===== src/rtl/ice51_pkg.sv =====
// ice51_pkg
// Shared definitions for the ice51 UART boot loader:
//   rx_state_t  - receiver FSM encoding (idle, start, data, stop, wait-high)
//   ld_state_t  - loader FSM encoding (load, run)
//   calc_cpb    - clocks per UART bit from clock frequency and baud rate
package ice51_pkg;

  typedef enum logic [2:0] {
    RX_IDLE      = 3'd0,
    RX_START     = 3'd1,
    RX_DATA      = 3'd2,
    RX_STOP      = 3'd3,
    RX_WAIT_HIGH = 3'd4
  } rx_state_t;

  typedef enum logic {
    LD_LOAD = 1'b0,
    LD_RUN  = 1'b1
  } ld_state_t;

  // Integer division: any remainder becomes a small, tolerated baud error.
  function automatic int calc_cpb(input int clk_hz, input int baud);
    return clk_hz / baud;
  endfunction

  // Start-bit sampling point sits half a bit after the falling edge.
  function automatic int calc_half_cpb(input int clk_hz, input int baud);
    return calc_cpb(clk_hz, baud) / 2;
  endfunction

endpackage


===== src/rtl/ice51_uart_rx.sv =====
// ice51_uart_rx
// 8N1 LSB-first UART receiver with a two-flop input synchroniser.
// Ports:
//   clk, rst_n   - clock, asynchronous active-low reset
//   uart_rx      - asynchronous serial line, idle high
//   byte_valid   - one-cycle strobe when a frame with a good stop bit completes
//   byte_data    - received byte, held until the next good frame
//   frame_err    - one-cycle strobe when the stop bit samples low
module ice51_uart_rx
  import ice51_pkg::*;
#(
  parameter int CLK_HZ = 12000000,
  parameter int BAUD   = 115200
) (
  input  logic       clk,
  input  logic       rst_n,
  input  logic       uart_rx,
  output logic       byte_valid,
  output logic [7:0] byte_data,
  output logic       frame_err
);

  localparam int CPB   = calc_cpb(CLK_HZ, BAUD);
  localparam int HALF  = calc_half_cpb(CLK_HZ, BAUD);
  localparam int CNT_W = (CPB > 1) ? $clog2(CPB) : 1;

  logic            sync1;
  logic            sync2;
  rx_state_t       state;
  logic [CNT_W-1:0] cnt;
  logic [2:0]      bit_idx;
  logic [7:0]      shift;

  // Synchroniser flops reset to the idle level so reset release never looks
  // like a start bit. The stop bit is sampled at its centre and the FSM goes
  // straight back to IDLE, leaving half a bit to catch a back-to-back start.
  always_ff @(posedge clk or negedge rst_n) begin
    if (!rst_n) begin
      sync1      <= 1'b1;
      sync2      <= 1'b1;
      state      <= RX_IDLE;
      cnt        <= '0;
      bit_idx    <= '0;
      shift      <= '0;
      byte_valid <= 1'b0;
      byte_data  <= '0;
      frame_err  <= 1'b0;
    end else begin
      sync1      <= uart_rx;
      sync2      <= sync1;
      byte_valid <= 1'b0;
      frame_err  <= 1'b0;
      case (state)
        RX_IDLE: begin
          cnt <= '0;
          if (!sync2) state <= RX_START;
        end
        RX_START: begin
          if (cnt == CNT_W'(HALF - 1)) begin
            cnt <= '0;
            if (sync2) begin
              state <= RX_IDLE;
            end else begin
              state   <= RX_DATA;
              bit_idx <= '0;
            end
          end else begin
            cnt <= cnt + 1'b1;
          end
        end
        RX_DATA: begin
          if (cnt == CNT_W'(CPB - 1)) begin
            cnt   <= '0;
            // Right shift: the first (LSB) bit ends up in bit 0 after eight.
            shift <= {sync2, shift[7:1]};
            if (bit_idx == 3'd7) state <= RX_STOP;
            else                 bit_idx <= bit_idx + 1'b1;
          end else begin
            cnt <= cnt + 1'b1;
          end
        end
        RX_STOP: begin
          if (cnt == CNT_W'(CPB - 1)) begin
            cnt <= '0;
            if (sync2) begin
              byte_valid <= 1'b1;
              byte_data  <= shift;
              state      <= RX_IDLE;
            end else begin
              frame_err <= 1'b1;
              state     <= RX_WAIT_HIGH;
            end
          end else begin
            cnt <= cnt + 1'b1;
          end
        end
        RX_WAIT_HIGH: begin
          cnt <= '0;
          if (sync2) state <= RX_IDLE;
        end
        default: state <= RX_IDLE;
      endcase
    end
  end

endmodule


===== src/rtl/ice51_boot_loader.sv =====
// ice51_boot_loader
// Holds the ice51 core in reset while MEM_SIZE bytes arrive over the UART and
// are written to code memory from address 0, then releases the core and
// forwards further bytes to the core's serial peripheral.
// Ports:
//   i_clk, i_nrst           - clock, asynchronous active-low reset
//   i_uart_rx               - board UART RX pin
//   o_mem_we/addr/data      - code memory write port, one strobe per loaded byte
//   o_core_nrst             - core reset, low while loading
//   o_load_done             - high once the image is loaded
//   o_rx_valid / o_rx_data  - run-phase byte strobe and byte
//   o_frame_err             - one-cycle pulse on a bad stop bit
module ice51_boot_loader
  import ice51_pkg::*;
#(
  parameter int CLK_HZ   = 12000000,
  parameter int BAUD     = 115200,
  parameter int MEM_SIZE = 1024,
  parameter int ADDR_W   = 10,
  parameter bit PRELOAD  = 1'b0
) (
  input  logic              i_clk,
  input  logic              i_nrst,
  input  logic              i_uart_rx,
  output logic              o_mem_we,
  output logic [ADDR_W-1:0] o_mem_addr,
  output logic [7:0]        o_mem_data,
  output logic              o_core_nrst,
  output logic              o_load_done,
  output logic              o_rx_valid,
  output logic [7:0]        o_rx_data,
  output logic              o_frame_err
);

  logic              byte_valid;
  logic [7:0]        byte_data;
  logic              frame_err;
  ld_state_t         ld_state;
  logic [ADDR_W-1:0] ptr;

  ice51_uart_rx #(
    .CLK_HZ (CLK_HZ),
    .BAUD   (BAUD)
  ) u_rx (
    .clk        (i_clk),
    .rst_n      (i_nrst),
    .uart_rx    (i_uart_rx),
    .byte_valid (byte_valid),
    .byte_data  (byte_data),
    .frame_err  (frame_err)
  );

  // Core reset and load-done rise together with the final memory write, so
  // the core leaves reset only after the last byte is committed.
  always_ff @(posedge i_clk or negedge i_nrst) begin
    if (!i_nrst) begin
      ld_state    <= PRELOAD ? LD_RUN : LD_LOAD;
      ptr         <= '0;
      o_mem_we    <= 1'b0;
      o_mem_addr  <= '0;
      o_mem_data  <= '0;
      o_rx_valid  <= 1'b0;
      o_rx_data   <= '0;
      o_frame_err <= 1'b0;
      o_core_nrst <= PRELOAD;
      o_load_done <= PRELOAD;
    end else begin
      o_mem_we    <= 1'b0;
      o_rx_valid  <= 1'b0;
      o_frame_err <= frame_err;
      case (ld_state)
        LD_LOAD: begin
          if (byte_valid) begin
            o_mem_we   <= 1'b1;
            o_mem_addr <= ptr;
            o_mem_data <= byte_data;
            ptr        <= ptr + 1'b1;
            if (ptr == ADDR_W'(MEM_SIZE - 1)) begin
              ld_state    <= LD_RUN;
              o_core_nrst <= 1'b1;
              o_load_done <= 1'b1;
            end
          end
        end
        LD_RUN: begin
          if (byte_valid) begin
            o_rx_valid <= 1'b1;
            o_rx_data  <= byte_data;
          end
        end
        default: ld_state <= LD_LOAD;
      endcase
    end
  end

endmodule


===== config.mk =====
export PLATFORM = sky130hd
export DESIGN_NAME = ice51_boot_loader
export DESIGN_NICKNAME = d
export VERILOG_FILES = /design/src/rtl/ice51_pkg.sv /design/src/rtl/ice51_uart_rx.sv /design/src/rtl/ice51_boot_loader.sv
export SDC_FILE = /design/constraint.sdc
export NUM_CORES = 1
export LEC_CHECK = 0
export BUFFER_PORTS_ARGS = -buffer_cell sky130_fd_sc_hd__buf_4
export CAP_MARGIN = 15
export CORE_MARGIN = 5
export CORE_UTILIZATION = 55
export CTS_BUF_LIST = sky130_fd_sc_hd__clkbuf_2 sky130_fd_sc_hd__clkbuf_4 sky130_fd_sc_hd__clkbuf_8
export DETAILED_ROUTE_END_ITERATION = 10
export PLACE_DENSITY = 0.76
export SETUP_SLACK_MARGIN = 0.4
export SYNTH_ARGS = -nofsm -noshare
export SYNTH_HDL_FRONTEND = slang
export SYNTH_SLANG_ARGS = --single-unit

===== constraint.sdc =====
create_clock -name i_clk -period 2.1 [get_ports i_clk]
set_input_delay 0.21 -clock i_clk [delete_from_list [all_inputs] [get_ports i_clk]]
set_output_delay 0.21 -clock i_clk [all_outputs]
set_load 0.05 [all_outputs]

**Word level (Yosys, flattened, before mapping)**

Cells that the tools add are included.

- Bits in registers: 74
- Input port bits: 3
- Output and inout bits: 31
- Logic and storage cells: 79

- $add $sub $neg: 3
- Equal/unequal tests: 16
- Mux-type cells: 29
- Bitwise operators: 1
- Reduce and logical (&&, ||, !) cells: 12

Operators with widths:

| operator | count |
|---|---|
| two-way mux 3 bit | 11 |
| one-hot mux 7 bit (3 select lines) | 1 |
| one-hot mux 3 bit (5 select lines) | 1 |
| two-way mux 7 bit | 2 |
| two-way mux 1 bit | 12 |
| adder 10 x 1 -> 10 bit, second input constant | 1 |
| == test 10 bit, second input constant | 1 |
| inequality test 2 x 1 -> 1 bit, second input constant | 5 |
| adder 7 x 1 -> 7 bit, second input constant | 1 |
| == test 7 x 6 -> 1 bit, second input constant | 1 |
| == test 7 bit, second input constant | 1 |
| == test 3 x 2 -> 1 bit, second input constant | 2 |
| == test 3 bit, second input constant | 2 |
| inequality test 2 bit, second input constant | 3 |
| one-hot mux 3 bit (2 select lines) | 1 |
| AND reduction 2 bit | 3 |
| AND reduction 3 bit | 2 |
| AND reduction 6 bit | 1 |
| AND reduction 5 bit | 1 |
| OR reduction 2 bit | 2 |
| adder 3 x 1 -> 3 bit, second input constant | 1 |
| == test 3 x 1 -> 1 bit, second input constant | 1 |
| logical NOT 3 bit | 1 |
| nonzero test 3 bit | 1 |
| 3 further kinds | 3 |

**Logic depth before layout (Yosys ltp)**

Gate-level depths: netlist of run 1.

- Word-level depth: 4
- Depth in mapped cells: 6
- Depth with buffers taken out: 5

**By module**

From an unflattened synthesis of run 1, not the netlist that was laid out.

- Cells, all modules: 262
- Area total of the unflattened synthesis: 3,151.8 µm²

Modules (own cells, without submodules):

| module | instances | cells an instance | area each (µm²) | sequential area each (µm²) |
|---|---|---|---|---|
| ice51_boot_loader | 1 | 144 | 1,641.6 | 1,026.0 |
| ice51_uart_rx | 1 | 118 | 1,510.2 | 828.3 |

**Worst setup path before layout of run 1**

OpenSTA, ideal clock, no wires.

- Path type: register to register
- Start: reg u_rx.cnt[0]
- End: reg u_rx.shift[0]
- Arrival: 1.572 ns
- Data required time: 1.975 ns
- Slack: 0.403 ns
- Cell stages (with the launch flop): 6
- Path buffers: 1
- Clock period less this slack: 1.697 ns
- Cells stage by stage: dfrtp_1 ha_1 nand4b_1 or4_4 buf_6 mux2_4

- Word-level cells in the longest chain between the ends: 2

RTL lines:

| item | RTL line | source |
|---|---|---|
| start: declaration | ice51_uart_rx.sv:30 | `logic [CNT_W-1:0] cnt;` |
| start signal: assignment | ice51_uart_rx.sv:68 | `cnt <= cnt + 1'b1;` |
| start signal: assignment | ice51_uart_rx.sv:79 | `cnt <= cnt + 1'b1;` |
| start signal: assignment | ice51_uart_rx.sv:94 | `cnt <= cnt + 1'b1;` |
| == test 7 bit | ice51_uart_rx.sv:72 | `if (cnt == CNT_W'(CPB - 1)) begin` |
| AND reduction 2 bit (no line) | -- |  |
| end signal: assignment | ice51_uart_rx.sv:75 | `shift <= {sync2, shift[7:1]};` |
| end: declaration | ice51_uart_rx.sv:32 | `logic [7:0] shift;` |

Every way passes these cells.
A chain may end at the register's enable or synchronous reset.

**Worst setup path in the final report of run 1**

- Start: reg u_rx.cnt[4]
- End: reg u_rx.shift[2]

Same word-level chain as after synthesis.

==> summary.md, run 1 <==
| Metric | Value |
|---|---|
| Setup slack, reg-to-reg | `0.36 ns` |
| Cell Area, Placed | `3380 um2` |
| Most frequent cells in the layout | `dfrtp_1 (68), nand2_1 (66), buf_4 (48)` |
| Async SR Flop Fraction | `100%` |
| Layout cells sized above 1 | `33.8%` |
| Routed len/inst | `14.1 um` |
| Clk root buf | `clkbuf_8` |
| Gr ovfl total | `0` |
| HPWL after DPL | `3.64 mm` |
| CP Class | `reg2reg` |
| Critical Path AT | `1.96 ns` |
| Bufs on Longest Clock Path | `2` |
| CTS clk-pin slew, worst paths | `0.08 ns` |
| Worst-path maximum fanout | `8` |
| Worst Max-Slew Pin Slew | `0.884 ns` |
| Hold Slack | `-0.00907 ns` |
| Row count | `27` |
| Initial DRC count | `94` |
| Slew Limit Fails | `0` |
| First-pass GRT wire length | `9.68 mm` |
| Uppermost layer routed | `met4` |
| Mean post-synth cell area | `11.7 um2` |
| Vias | `2,039` |
| Via/cell ratio | `5.20` |
| Synth Register Bits | `74` |
| Total GRT Usage | `16.6%` |
| Int Power | `2010 uW` |
| Crit path cell chain | `nand2b_4 -> or4_4 -> buf_12 -> mux2_4` |
| Slowest cell on crit path | `or4_4` |
| Post-synth cell types | `43` |
| Crit end category | `flop` |
| Minimum clock period | `1.74 ns` |
| Vias in the first global route | `2,064` |
| Syn Inst Count | `264` |
| TritonRoute pass-1 iters | `4` |
| Endpoints failing setup | `0` |
| Cell Area, Synth | `3080 um2` |
| Post-DRT Antenna Nets | `0` |
| Worst setup SP type | `flop` |
| Maxcap violations | `0` |
| RR Startpoint | `u_rx.cnt[4]` |
| TritonCTS Sinks | `74` |
| Worst VDD drop | `0.404 mV` |
| DRC | `0` |
| Initial antenna violation count | `0` |
| EDFF count, synth | `0` |
| CORE AREA | `5470 um2` |
| Inserted Diodes | `0` |
| Hold Vio Cnt, Final | `11` |
| Final worst-path cycle share | `82.8%` |
| Reg-to-reg endpoint | `u_rx.shift[2]` |
| Ys flop type | `dfrtp_1` |
| Sw Pwr | `547 uW` |
| Routed WL | `5.51 mm` |
| Wl on met1 | `2.59 mm` |
| Sequential Power Share | `55.8%` |
| Worst-case reg-to-reg path depth | `4` |
| Most common cell after layout, fill and taps aside | `dfrtp_1` |
| Post-Syn Nets | `271` |
| Routed wl met3 | `193 um` |
| Setup TNS | `0 ns` |
| CTS Buf Count | `9` |
| Sw Share | `21.4%` |
| RePlAce Congestion | `0.841` |
| Crit path max-delay family | `simple AND/OR/NAND/NOR gates` |
| Die X | `84.8 um` |
| Insertion delay to the later sink of the worst-skew pair | `0.34 ns` |
| Fin util | `68.9%` |
| Max incr delay on CP | `0.56 ns` |
| HP Class | `in2async` |
| Clock Skew | `0.0107 ns` |
| Seq/Total Area, Yosys | `60.2%` |
| I/O pin count | `34` |
| Area Growth Syn to Fin | `22.4%` |
| Die height | `84.8 um` |
| Finished Cell Area | `3770 um2` |
| CP bufs+invs | `1` |
| Clock share of power | `43.0%` |
| Power density over the cells | `680 nW/um2` |
| Final nets | `322` |
| Largest net degree at the start of global routing | `75` |
| Failing checks | `negative hold slack` |
| Leak pwr | `0.00203 uW` |
| WL met2 | `2.63 mm` |
| Starting Density | `56.2%` |
| Fmax | `575 MHz` |
| Status | `finished, violations left` |
| Htree depth | `3` |
| Relative slew slack | `41.1%` |
| CTS tree | `yes` |
| Synth Warn # | `0` |
| Comb power frac | `1.2%` |
| Required @ worst endpoint | `2.32 ns` |
| Port bufs | `33` |
| Die area | `7190 um2` |
| RSZ-0062 raised after global routing | `yes` |
stage by stage:
stage,power [uW],hold slack (ns),cells,worst slack (ns)
after floorplan,1460,-0.0856,264,0.403
after global placement,1490,0.319,363,0.237
after detailed placement,1490,0.319,363,0.176
after CTS,2590,0.0255,386,0.338
after global routing,2670,0.0656,392,0.331
final,2560,-0.00907,392,0.361
what timing repair did:
action / 4_1_cts / 5_1_grt
setup buffers: 6 / 6
hold buffers: 1 / 0
pin swaps: 2 / 3
resized for setup: 5 / 11
hold endpoints to repair: 1 / 0
endpoints found under the setup margin: 24 / 26
flip-flops by register name, indices dropped and copies added (netlist names):
name and cells:
u_rx.state 3, u_rx.bit_idx 3, o_mem_addr 10, o_rx_data 8, u_rx.shift 8, o_frame_err 1, o_rx_valid 1, u_rx.byte_valid 1
u_rx.sync2 1, u_rx.cnt 7, u_rx.frame_err 1, o_mem_we 1, u_rx.byte_data 8, o_mem_data 8, ptr 10, ld_state 1
u_rx.sync1 1, o_load_done 1
routing by layer:
layer,global-route usage [%],vias up
li1,-,994
met1,22.2,998
met2,26.5,35
met3,3.79,12
met4,6.76,0
met5,0,-
how the worst max path moves through the flow:
stage	end	slack, ns	cells after the start	startpoint
CTS	u_rx.shift[2]	0.34	5	u_rx.cnt[1]
global placement	u_rx.bit_idx[0]	0.24	5	u_rx.cnt[0]
detailed placement	u_rx.bit_idx[0]	0.18	5	u_rx.cnt[0]
finish	u_rx.shift[2]	0.36	4	u_rx.cnt[4]
floorplan	u_rx.shift[0]	0.40	5	u_rx.cnt[0]
global route	u_rx.shift[2]	0.33	5	u_rx.cnt[1]
synthesized netlist by cell type, types with 2 or more instances:
cell | n | area [um2]
nor3_1 | 4 | 20.0
a21oi_1 | 3 | 15.0
nand4b_1 | 2 | 17.5
nor2_2 | 2 | 12.5
nor2_1 | 12 | 45.0
mux2i_1 | 2 | 20.0
mux2_2 | 17 | 191
and3_1 | 5 | 31.3
o21ai_0 | 2 | 10.0
buf_6 | 3 | 33.8
mux2_4 | 7 | 105
clkbuf_1 | 2 | 7.51
nand3_1 | 8 | 40.0
nand2b_1 | 3 | 18.8
dfrtp_1 | 72 | 1800
nand4_1 | 4 | 25.0
xor2_1 | 4 | 35.0
ha_1 | 4 | 50.1
buf_1 | 3 | 11.3
a22o_1 | 2 | 17.5
dfstp_2 | 2 | 52.6
nand2_1 | 66 | 248
inv_1 | 5 | 18.8
a21o_1 | 3 | 22.5
xnor2_1 | 9 | 78.8
area by class of cell:
type	instances	area [um2]
Fill cell	425	1700
Inverter	5	18.8
Clock inverter	6	66.3
Timing Repair Buffer	50	390
Sequential cell	74	1860
Tap cell	72	90.1
Clock buffer	10	138
Multi-Input combinational cell	175	1210
power groups by stage:
stage	registers (uW)	clock network, uW	logic (uW)
final	1430	1100	31.7
after global routing	1430	1200	38.9
after CTS	1430	1130	34.1
after detailed placement	1460	0	32.5
after global placement	1460	0	32.2
after floorplan	1460	0	1.73
cells by family (layout without fill, tap and decap cells):
| logic type | count (synthesis) | count (layout) | share of synthesized area [%] |
|---|---|---|---|
| AND/OR/NAND/NOR | 113 | 113 | 16.9 |
| flip-flops | 74 | 74 | 60.2 |
| multiplexers | 26 | 26 | 10.3 |
| AO/OA/AOI/OAI | 19 | 19 | 4.55 |
| buffers and inverters | 15 | 71 | 2.72 |
| XOR/XNOR | 13 | 13 | 3.70 |
| adder cells (fa/ha/maj) | 4 | 4 | 1.63 |
Power figures use the tool's default switching activity.
==> inputs of run 2 (changes only) <==
==> constraint.sdc (replaced) <==
create_clock -name i_clk -period 1.6 [get_ports i_clk]
set_input_delay 0.16 -clock i_clk [delete_from_list [all_inputs] [get_ports i_clk]]
set_output_delay 0.16 -clock i_clk [all_outputs]
set_load 0.05 [all_outputs]
==> run 2 against run 1 <==
Largest cell class unchanged. Hold slack better by 0.29 ns. The flow finishes with violations (negative setup slack). Register-to-register slack worse by 0.51 ns. Critical endpoint is now u_rx.shift[0]. Highest routed layer unchanged. Total power is 37% higher.
==> summary.md, run 2 (same netlist as run 1, synthesis figures left out) <==
| Metric | Value |
|---|---|
| Port bufs | `33` |
| Fmax | `572 MHz` |
| Worst Setup Slack, final | `-0.149 ns` |
| Slowest cell on crit path | `or4_4` |
| Critical Path AT | `1.97 ns` |
| Largest registers | `o_mem_addr (10), ptr (10)` |
| Clk root buf | `clkbuf_8` |
| Slew Limit Fails | `0` |
| Routed WL | `7.22 mm` |
| Placed Instances | `381` |
| Initial DRC count | `150` |
| Vias | `2,282` |
| RSZ-0062 raised after global routing | `yes` |
| Largest net degree at the start of global routing | `46` |
| RR Startpoint | `u_rx.cnt[0]` |
| Area Growth Syn to Fin | `35.7%` |
| Inserted Diodes | `0` |
| HP Class | `in2async` |
| Relative slew slack | `73.7%` |
| Worst-path maximum fanout | `9` |
| Sw Pwr | `717 uW` |
| Minimum clock period | `1.75 ns` |
| Total power | `3500 uW` |
| HPWL after DPL | `4.12 mm` |
| Most frequent cells in the layout | `buf_4 (69), dfrtp_1 (69), nand2_1 (63)` |
| Htree depth | `3` |
| Insertion delay to the later sink of the worst-skew pair | `0.35 ns` |
| TritonCTS Sinks | `74` |
| Hold Vio Cnt, Final | `0` |
| Die area | `7190 um2` |
| Die X | `84.8 um` |
| CTS Buf Count | `9` |
| Final nets | `353` |
| Sequential Power Share | `53.6%` |
| Gr ovfl total | `0` |
| Endpoints failing setup | `22` |
| Post-DRT Antenna Nets | `0` |
| Status | `finished, violations left` |
| Sw Share | `20.5%` |
| CP Class | `reg2reg` |
| Failing checks | `negative setup slack` |
| Setup crit start | `u_rx.cnt[0]` |
| CTS tree | `yes` |
| I/O pin count | `34` |
| CORE AREA | `5470 um2` |
| Worst setup SP type | `flop` |
| Via/cell ratio | `5.39` |
| Clock Skew | `0.0138 ns` |
| Clock share of power | `44.9%` |
| Power density over the cells | `838 nW/um2` |
| Int Power | `2780 uW` |
| Max incr delay on CP | `0.49 ns` |
| Initial antenna violation count | `0` |
| RePlAce Congestion | `0.871` |
| TritonRoute pass-1 iters | `5` |
| Starting Density | `56.2%` |
| Finished Cell Area | `4180 um2` |
| Routed len/inst | `17.1 um` |
| Row count | `27` |
| Bufs on Longest Clock Path | `2` |
| Cell Area, Placed | `3580 um2` |
| Fill cells | `337` |
| DRC | `0` |
| Die height | `84.8 um` |
| Required @ worst endpoint | `1.83 ns` |
| Crit end category | `flop` |
| Worst VDD drop | `0.560 mV` |
| Comb power frac | `1.5%` |
| Crit path cell chain | `ha_4 -> nand4b_1 -> or4_4 -> buf_12 -> mux2_4` |
| Layout cells sized above 1 | `43.3%` |
| Total GRT Usage | `19.8%` |
| Finished Layout Cells | `423` |
| Worst Max-Slew Pin Slew | `0.395 ns` |
| First-pass GRT wire length | `11.3 mm` |
| Fin util | `76.3%` |
| Maxcap violations | `0` |
| Leak pwr | `0.00230 uW` |
| Dpl ws | `-0.0817 ns` |
| Final worst-path cycle share | `109%` |
| Vias in the first global route | `2,335` |
| CTS clk-pin slew, worst paths | `0.08 ns` |
## run 2: cell count changes in the layout (fill, tap and decap cells not counted), moves of 3 or more
cell / change
buf_4: +21
buf_6: +8
clkbuf_8: +3
clkinv_4: -3
nand2_1: -3
nor3_4: +3
## run 2: final cells by class
class,instances,area (um2),area share [%]
Sequential cell,74,1860,44.5
Multi-Input combinational cell,175,1320,31.5
Inverter,5,21.3,0.509
Tap cell,72,90.1,2.16
Clock inverter,3,43.8,1.05
Clock buffer,13,179,4.29
Timing Repair Buffer,81,668,16.0
## run 2: worst paths after layout
check	endpoint	depth (start not counted)	slack (ns)
setup / recovery	u_rx.shift[0]	5	-0.15
max in group asynchronous	u_rx.shift[6]	3	0.74
min in group i_clk	o_frame_err	0	0.35
hold / removal	o_mem_addr[4]	2	0.29
setup reg to reg	u_rx.shift[0]	5	-0.15
hold reg to reg	o_frame_err	0	0.35
## run 2: repair_timing
action                     CTS  global route
setup buffers               12            12
hold endpoints to repair    27             0
gates resized for setup     25            16
hold buffers                 2             0
pin swaps                   16            21
setup endpoints to repair   65            38
## run 2: per-layer routing
| layer | up-vias | share of wire [%] | GRT usage (%) |
|---|---|---|---|
| met1 | 1141 | 40 | 24.1 |
| li1 | 1056 | - | - |
| met5 | - | 0 | 0 |
| met4 | 0 | 2.9 | 8.49 |
| met2 | 64 | 53 | 33.0 |
| met3 | 21 | 3.9 | 5.83 |
## run 2: worst max-delay path, delay by kind of cell (launching register included)
kind	cells	cell delay [ns]
buffers and inverters	1	0.17
multiplexers	1	0.30
flip-flops	1	0.39
adder cells (fa/ha/maj)	1	0.15
AND/OR/NAND/NOR	2	0.62
## run 2: through the flow
step	setup TNS [ns]	hold slack [ns]
floorplan	-0.464	-0.136
global placement	-0.277	0.112
detailed placement	-0.587	0.116
CTS	-1.09	0.288
global route	-3.90	0.327
finish	-1.71	0.285
## run 2: power by group through the flow
stage / logic [uW] / clock network [uW] / registers [uW]
after floorplan: 2.28 / 0 / 1910
final: 52.7 / 1570 / 1880
after detailed placement: 51.4 / 0 / 1910
after global routing: 63.5 / 1700 / 1880
after global placement: 50.5 / 0 / 1910
after CTS: 55.2 / 1590 / 1880
==> inputs of run 3 (changes only) <==
--- a/config.mk
+++ b/config.mk
@@ -8,11 +8,9 @@
 export BUFFER_PORTS_ARGS = -buffer_cell sky130_fd_sc_hd__buf_4
 export CAP_MARGIN = 15
 export CORE_MARGIN = 5
-export CORE_UTILIZATION = 55
+export CORE_UTILIZATION = 37
 export CTS_BUF_LIST = sky130_fd_sc_hd__clkbuf_2 sky130_fd_sc_hd__clkbuf_4 sky130_fd_sc_hd__clkbuf_8
 export DETAILED_ROUTE_END_ITERATION = 10
-export PLACE_DENSITY = 0.76
-export SETUP_SLACK_MARGIN = 0.4
 export SYNTH_ARGS = -nofsm -noshare
 export SYNTH_HDL_FRONTEND = slang
 export SYNTH_SLANG_ARGS = --single-unit
==> constraint.sdc (replaced) <==
create_clock -name i_clk -period 2.23 [get_ports i_clk]
set_input_delay 0.223 -clock i_clk [delete_from_list [all_inputs] [get_ports i_clk]]
set_output_delay 0.223 -clock i_clk [all_outputs]
set_load 0.05 [all_outputs]
==> run 3 against run 2 <==
The flow now finishes without violations. Clock power decreased by 32%. Cell area decreased by 12%. Hold slack improved by 0.068 ns. Utilization decreased by 31 points. Critical endpoint is now u_rx.bit_idx[0]. Fmax decreased by 9.1%. Via count decreased by 14%.
==> summary.md, run 3 (same netlist as run 1, synthesis figures left out) <==
| Metric | Value |
|---|---|
| Status | `finished clean` |
| Vias | `1,960` |
| Starting Density | `37.6%` |
| Comb power frac | `1.4%` |
| Htree depth | `3` |
| Leak pwr | `0.00197 uW` |
| Sw Pwr | `535 uW` |
| Initial antenna violation count | `0` |
| CORE AREA | `8180 um2` |
| Largest net degree at the start of global routing | `46` |
| Crit end category | `flop` |
| CTS Buf Count | `9` |
| RSZ-0062 raised after global routing | `no` |
| Insertion delay to the later sink of the worst-skew pair | `0.34 ns` |
| Worst-case reg-to-reg path depth | `5` |
| Clk root buf | `clkbuf_8` |
| Gr ovfl total | `0` |
| Finished Layout Cells | `416` |
| CTS clk-pin slew, worst paths | `0.07 ns` |
| Worst-path maximum fanout | `11` |
| Area Growth Syn to Fin | `19.1%` |
| Required @ worst endpoint | `2.45 ns` |
| Placed Instances | `398` |
| HPWL after DPL | `3.80 mm` |
| Die height | `101 um` |
| Minimum clock period | `1.92 ns` |
| Maxcap violations | `0` |
| Setup TNS | `0 ns` |
| Bufs on Longest Clock Path | `2` |
| Most frequent cells in the layout | `dfrtp_1 (72), nand2_1 (66), buf_4 (39)` |
| Inserted Diodes | `0` |
| Final worst-path cycle share | `86.2%` |
| CTS tree | `yes` |
| Slowest cell on crit path | `or4_4` |
| Largest registers | `o_mem_addr (10), ptr (10)` |
| Total power | `2450 uW` |
| Cell Area, Placed | `3440 um2` |
| Max incr delay on CP | `0.56 ns` |
| Sw Share | `21.9%` |
| Critical Path AT | `2.14 ns` |
| Total GRT Usage | `12.0%` |
| Fin util | `44.9%` |
| Layout cells sized above 1 | `28.0%` |
| Endpoints failing setup | `0` |
| Hold path cells | `0` |
| Slew Limit Fails | `0` |
| TritonCTS Sinks | `74` |
| DRC | `0` |
| Row count | `33` |
| Vias in the first global route | `1,990` |
| Routed len/inst | `13.2 um` |
| Fmax | `520 MHz` |
| HP Class | `reg2reg` |
| Initial DRC count | `96` |
| Hold Vio Cnt, Final | `0` |
| Final nets | `313` |
| Crit path max-delay family | `simple AND/OR/NAND/NOR gates` |
| Post-CTS sizing | `0` |
| Int Power | `1910 uW` |
| Crit path cell chain | `ha_1 -> nand4b_1 -> or4_4 -> a2bb2oi_1 -> mux2_2` |
| Relative slew slack | `62.5%` |
| Via/cell ratio | `4.71` |
| Setup slack, reg-to-reg | `0.31 ns` |
| Clock share of power | `43.5%` |
| CP bufs+invs | `0` |
| I/O pin count | `34` |
| Post-DRT Antenna Nets | `0` |
| Routed WL | `5.51 mm` |
| TritonRoute pass-1 iters | `4` |
| Power density over the cells | `667 nW/um2` |
| Worst VDD drop | `0.346 mV` |
| Sequential Power Share | `55.0%` |
| Finished Cell Area | `3670 um2` |
| Die area | `10,200 um2` |
| Clock Skew | `0.0126 ns` |
| RePlAce Congestion | `0.880` |
| Most common cell after layout, fill and taps aside | `dfrtp_1` |
| Worst setup SP type | `flop` |
| Die X | `101 um` |
| Worst Max-Slew Pin Slew | `0.563 ns` |
| CP Class | `reg2reg` |
| Worst path depth | `5` |
| Port bufs | `33` |
| First-pass GRT wire length | `9.57 mm` |
## run 3: worst reg2reg max path, delay by kind of cell, from the launching register on
family	cells	cell delay (ns)
compound gates	1	0.20
simple gates	2	0.70
mux	1	0.27
flops	1	0.38
fa+ha+maj	1	0.27
## run 3: path summary, 6_finish.rpt
check,to,start
worst max-delay path,u_rx.bit_idx[0],u_rx.cnt[0]
worst min-delay path,o_frame_err,u_rx.frame_err
worst max register to register,u_rx.bit_idx[0],u_rx.cnt[0]
worst min register to register,o_frame_err,u_rx.frame_err
max in group asynchronous,u_rx.sync1,i_nrst
min in group asynchronous,o_mem_we,i_nrst
## run 3: metrics by stage
stage	hold WS [ns]	setup WS [ns]
detailed placement	0.253	0.317
finish	0.353	0.307
global route	0.360	0.206
global placement	0.252	0.364
floorplan	-0.0726	0.533
CTS	0.355	0.306
## run 3: layout make-up
class,instances,area [um2]
Multi-Input combinational cell,175,1140
Timing Repair Buffer,41,313
Tap cell,105,131
Inverter,5,18.8
Sequential cell,74,1850
Clock buffer,10,138
Clock inverter,6,72.6
Fill cell,776,4510
## run 3: routing by layer
metal  track usage, %  vias up  routed length (um)
met1             15.2      937                2600
met2             18.4       37                2540
met4             4.81        0                  78
li1                 -      980                   -
met5                0        -                   0
met3             4.68        6                 292
## run 3: repair_timing
item                                   in CTS  in global routing
endpoints found under the hold margin      44                  0
hold buffers                                2                  0
buffers inserted                            0                  0
## run 3: power by group through the flow
| stage | Combinational (uW) | Sequential, uW | Clock, uW |
|---|---|---|---|
| floorplan | 1.63 | 1370 | 0 |
| global placement | 34.2 | 1370 | 0 |
| detailed placement | 34.6 | 1370 | 0 |
| CTS | 37.4 | 1350 | 1110 |
| global route | 42.8 | 1350 | 1160 |
| finish | 35.1 | 1350 | 1060 |
